File: config.mk
export PLATFORM = sky130hd
export DESIGN_NAME = display_scan_ctrl
export DESIGN_NICKNAME = d
export VERILOG_FILES = /design/src/rtl/display_scan_pkg.sv /design/src/rtl/display_scan_ctrl.sv
export SDC_FILE = /design/constraint.sdc
export NUM_CORES = 1
export LEC_CHECK = 0
export CAP_MARGIN = 20
export CELL_PAD_IN_SITES_DETAIL_PLACEMENT = 0
export CELL_PAD_IN_SITES_GLOBAL_PLACEMENT = 1
export CORE_MARGIN = 4
export CORE_UTILIZATION = 51
export DETAILED_ROUTE_END_ITERATION = 10
export DONT_BUFFER_PORTS = 1
export GPL_TIMING_DRIVEN = 0
export PLACE_DENSITY = 0.88
export SLEW_MARGIN = 0
export SYNTH_ARGS = -nofsm -noshare
export SYNTH_HDL_FRONTEND = slang
export SYNTH_SLANG_ARGS = --single-unit
File: constraint.sdc
create_clock -name clk -period 4.12 [get_ports clk]
set_clock_uncertainty 0.1 [all_clocks]
set_input_delay 0.824 -clock clk [delete_from_list [all_inputs] [get_ports clk]]
set_output_delay 0.824 -clock clk [all_outputs]
set_load 0.02 [all_outputs]
File: src/rtl/display_scan_pkg.sv
// Shared types and default timing constants for the 7-segment scan controller.
package display_scan_pkg;

  localparam int unsigned DIV_DEFAULT = 50000;
  localparam int unsigned GAP_DEFAULT = 2;

  typedef logic [3:0] nibble_t;

  typedef enum logic {
    SLOT_GAP = 1'b0,
    SLOT_ON  = 1'b1
  } slot_state_t;

endpackage

File: src/rtl/display_scan_ctrl.sv
// Time-multiplexed NDIG-digit scan controller with shadow value, ready/load handshake and blank gaps.
// Optional leading-zero blanking is enabled by defining DISPLAY_SCAN_LZB_EN.
module display_scan_ctrl
  import display_scan_pkg::*;
#(
  parameter int unsigned NDIG = 4,
  parameter int unsigned DIV  = DIV_DEFAULT,
  parameter int unsigned GAP  = GAP_DEFAULT
) (
  input  logic              clk,
  input  logic              rst,
  input  logic              load,
  input  logic [4*NDIG-1:0] value,
  input  logic              blank_all,
  output logic              ready,
  output logic [3:0]        nib,
  output logic [NDIG-1:0]   an,
  output logic              seg_en
);

  localparam int unsigned CNT_W = $clog2(DIV);
  localparam int unsigned IDX_W = (NDIG > 1) ? $clog2(NDIG) : 1;
  localparam int unsigned VAL_W = 4 * NDIG;
  localparam logic [CNT_W-1:0] CNT_MAX = CNT_W'(DIV - 1);
  localparam logic [CNT_W-1:0] CNT_GAP = CNT_W'(GAP);
  localparam logic [IDX_W-1:0] IDX_MAX = IDX_W'(NDIG - 1);
  localparam slot_state_t STATE_RST = (GAP > 0) ? SLOT_GAP : SLOT_ON;

  logic [CNT_W-1:0] cnt_q, cnt_d;
  logic [IDX_W-1:0] idx_q, idx_d;
  slot_state_t      state_q, state_d;
  logic [VAL_W-1:0] disp_q, disp_d;
  logic [VAL_W-1:0] pend_q, pend_d;
  logic             pend_v_q, pend_v_d;
  logic             ready_q, ready_d;
  nibble_t          nib_q, nib_d;
  logic [NDIG-1:0]  an_q, an_d;
  logic             seg_en_q, seg_en_d;

  logic             frame_start;
  logic             accept;
  logic             commit;
  logic [NDIG-1:0]  show;

`ifdef DISPLAY_SCAN_LZB_EN
  logic             nz_seen;
`endif

  // State register
  always_ff @(posedge clk) begin
    if (rst) begin
      cnt_q    <= '0;
      idx_q    <= '0;
      state_q  <= STATE_RST;
      disp_q   <= '0;
      pend_q   <= '0;
      pend_v_q <= 1'b0;
      ready_q  <= 1'b1;
      nib_q    <= '0;
      an_q     <= '0;
      seg_en_q <= 1'b0;
    end else begin
      cnt_q    <= cnt_d;
      idx_q    <= idx_d;
      state_q  <= state_d;
      disp_q   <= disp_d;
      pend_q   <= pend_d;
      pend_v_q <= pend_v_d;
      ready_q  <= ready_d;
      nib_q    <= nib_d;
      an_q     <= an_d;
      seg_en_q <= seg_en_d;
    end
  end

  // Next state: slot position, handshake and frame-aligned commit
  always_comb begin
    cnt_d    = cnt_q + CNT_W'(1);
    idx_d    = idx_q;
    disp_d   = disp_q;
    pend_d   = pend_q;
    pend_v_d = pend_v_q;

    if (cnt_q == CNT_MAX) begin
      cnt_d = '0;
      idx_d = (idx_q == IDX_MAX) ? '0 : idx_q + IDX_W'(1);
    end
    state_d = (cnt_d < CNT_GAP) ? SLOT_GAP : SLOT_ON;

    // Commit lands on the first cycle of a frame so digit 0 already uses the new value.
    frame_start = (cnt_q == '0) && (idx_q == '0);
    accept      = load && ready_q;
    commit      = frame_start && pend_v_q;

    if (commit) begin
      disp_d   = pend_q;
      pend_v_d = 1'b0;
    end
    if (accept) begin
      pend_d   = value;
      pend_v_d = 1'b1;
    end
  end

  // Output decode for the registered pins
  always_comb begin
    show     = '1;
    nib_d    = '0;
    an_d     = '0;
    seg_en_d = 1'b0;
    ready_d  = ~pend_v_d;

`ifdef DISPLAY_SCAN_LZB_EN
    nz_seen = 1'b0;
    for (int k = int'(NDIG) - 1; k >= 0; k--) begin
      nz_seen = nz_seen || (disp_d[4*k +: 4] != 4'h0);
      show[k] = nz_seen || (k == 0);
    end
`endif

    for (int k = 0; k < int'(NDIG); k++) begin
      if (idx_q == IDX_W'(k)) begin
        nib_d = disp_d[4*k +: 4];
        if (state_q == SLOT_ON && !blank_all && show[k]) begin
          an_d[k]  = 1'b1;
          seg_en_d = 1'b1;
        end
      end
    end
  end

  assign ready  = ready_q;
  assign nib    = nib_q;
  assign an     = an_q;
  assign seg_en = seg_en_q;

endmodule

==> summary.txt <==
Run status
  – Outcome: finished, final reports clean

Yosys
  – Asr flop ratio synth: 0
  – FF+latch count, synth: 62
  – Yosys warns: 0
  – EDFF count, synth: 0
  – Syn Area/Cell: 8.54 sq um
  – Yosys top cell by area: dfxtp_1
  – Top-count cell post-synth: dfxtp_1
  – Top area cells in the synthesized netlist: dfxtp_1 (44%), nand2_1 (6.2%), a21oi_1 (4.6%)
  – Share of the synthesized area in the top cell type: 0.438
  – Post-Syn Area: 2840 sq um
  – Cell variety after synth: 45
  – Syn Nets: 358
  – Ys flop type: dfxtp_1
  – Post-synthesis sequential area ratio: 0.438
  – Syn Inst Count: 332
  – Commonest cells in the netlist: dfxtp_1 (62), nand2_1 (47), a21oi_1 (26), nor2_1 (23), xnor2_1 (14)

Worst hold path
  – Worst hold endpoint: pend_q[2]
  – Hold Path Class: reg2reg
  – Worst hold stages: 2
  – Hold_sp: pend_q[2]

Floorplan
  – Core area: 5240 sq um
  – Chip Height: 82.6 microns
  – Die ar.: 6820 sq um
  – Die W: 82.6 microns
  – # IOs: 30
  – Initial Util: 0.541
  – FP Rows: 26

Timing
  – Setup tns final: 0 ns
  – Period minus WS final: 2.45 ns
  – Fin worst setup slack: 1.67 ns
  – Worst slew pin tran: 0.597 ns
  – Final Cycle Share: 0.595
  – RSZ-0062 raised after global routing: no
  – Hold slack: 0.356 ns
  – Final setup vio count: 0
  – FMAX: 408 MHz
  – Final Hold Viols: 0
  – Relative slew slack: 0.600
  – Max Slew Vio Count: 0

Place
  – Post-Place Setup Slack: 1.73 ns
  – Cells after DPL: 402
  – Cell Area, Placed: 2920 sq um
  – Buffers on Ports: 0
  – Routability Congestion: 0.829
  – Hpwl dp: 4540 microns

CTS
  – TritonCTS clock tree: built
  – Hold_buf cts: 0
  – CTS Buf Count: 9
  – Clock buffer depth: 2
  – Worst-Skew Late Latency: 0.35 ns
  – Worst-path clk slew: 0.07 ns
  – Setup bufs post-CTS: 0
  – Clock sinks: 62
  – Post-cts resize count: 0
  – Clk root buf: clkbuf_8
  – H-tree levels: 3

Power
  – Power per Cell Area: 414 nW/um^2
  – Int Power: 0.980 mW
  – Total power: 1.30 mW
  – Leakage: 1.17 nW
  – Comb pwr share: 0.078
  – VDD IR max: 0.223 mV
  – Sequential share of power: 0.490
  – Switching part of the total power: 0.243
  – Sw power: 0.315 mW
  – Clock power share: 0.432

Final layout
  – Post-Route Utilization: 0.598
  – Area grow syn2layout: 10.4%
  – # diodes: 0
  – Fraction of layout cells with a size suffix above 1: 0.121
  – Layout Cell Area excl Fill: 3130 sq um
  – Nets: 369
  – Non-Filler Instances: 417

Worst setup path
  – Crit path capture type: flop
  – Worst reg2reg endpoint: state_q
  – R2R Path Start: cnt_q[0]
  – FF-to-FF path depth: 6
  – Crit start category: flop
  – Worst R2R Setup Slack: 1.67 ns
  – CP Data Arrival Time: 2.58 ns
  – Crit path max fanout: 6
  – Setup Crit Path Kind: reg2reg
  – CP Data Required Time: 4.25 ns

Global routing
  – Initial antenna violation count: 0
  – Largest net degree at the start of global routing: 11
  – Number of global-route vias before repair: 2,027
  – GRT Overall Usage: 0.206
  – Global-route wire length before repair: 10,300 microns
  – Grt total ovfl: 0

Route
  – Drt pass-1 iters: 4
  – Post-DR wirelength/cell: 15.1 microns
  – Remaining DRCs: 0
  – Vias per inst: 5.50
  – Routed Antenna Nets: 0
  – 1st-iter DRT viols: 174
  – Post-Route WL: 6290 microns
  – Via count: 2,293

Run
  – Max Cap Violations: 0
==> cell families (layout without fill, tap and decap cells) <==
kind of cell	after synthesis	count (layout)	share of synthesized area
AND/OR/NAND/NOR	135	135	0.243
buffers and inverters	37	52	0.0609
XOR/XNOR	19	19	0.0587
adder cells (fa/ha/maj)	6	6	0.0265
flip-flops	62	62	0.438
AO/OA/AOI/OAI	67	67	0.152
multiplexers	6	6	0.0212
==> layer usage <==
layer	global-route usage	up-vias	share of wire
li1	-	1174	-
met1	0.309	1050	0.52
met2	0.269	62	0.41
met3	0.0694	7	0.053
met4	0.0735	0	0.014
met5	0	-	0
==> layout by cell type (no fill, tap or decap), types with 2 or more instances in the layout <==
cell type	count
a31oi_1	2
or2_2	2
clkbuf_8	12
ha_1	6
a31o_2	3
o21a_1	4
o21ai_0	12
nor3_1	12
nor4_2	3
buf_2	8
nor2_1	23
and4_1	3
mux2i_1	6
nand3_1	8
nor2b_1	3
dfxtp_1	62
nand4_1	11
or3_1	2
nand2_1	47
a311oi_1	5
o21ba_2	4
buf_6	2
and2_1	6
buf_4	2
xnor2_1	14
a211oi_1	5
a21oi_1	26
and3_1	7
a41oi_1	2
xor2_1	5
inv_1	11
clkbuf_1	12
==> sequential cells by signal, summed over array words and instances, names as in the netlist <==
signal    flops
cnt_q        16
disp_q       16
pend_q       16
an            4
nib           4
idx_q         2
pend_v_q      1
ready         1
seg_en        1
state_q       1
==> how the worst max path moves through the flow <==
| stage | from | endpoint | slack (ns) | cells past startpoint |
|---|---|---|---|---|
| 6_report | cnt_q[0] | state_q | 1.67 | 6 |
| 3_3_place_gp | cnt_q[0] | state_q | 1.76 | 6 |
| 5_1_grt | cnt_q[0] | state_q | 1.48 | 6 |
| 2_1_floorplan | cnt_q[0] | state_q | 2.02 | 6 |
| 4_1_cts | cnt_q[0] | state_q | 1.71 | 6 |
| 3_5_place_dp | cnt_q[0] | state_q | 1.73 | 6 |
==> critical path, stage by stage (launching register included) <==
cell,delay (ns)
dfxtp_1,0.41
ha_1,0.28
nand3_1,0.20
or4_1,0.59
xnor2_1,0.18
a2111oi_0,0.45
a31oi_1,0.14
==> power by group through the flow <==
| stage | logic, mW | registers [mW] | clock network [mW] |
|---|---|---|---|
| 2_1_floorplan | 0.0779 | 0.644 | 0 |
| 3_3_place_gp | 0.100 | 0.648 | 0 |
| 3_5_place_dp | 0.101 | 0.648 | 0 |
| 4_1_cts | 0.101 | 0.635 | 0.565 |
| 5_1_grt | 0.114 | 0.636 | 0.597 |
| 6_report | 0.101 | 0.635 | 0.559 |
==> layout make-up <==
class	count	area, sq um
fillers	490	2110
plain buffers	26	131
inverters	11	41.3
clock buffers	12	165
well taps	70	87.6
multi-input cells	233	1420
flip-flops and latches	62	1240
clock inverters	3	42.5
(Power assumes the default switching activity.)
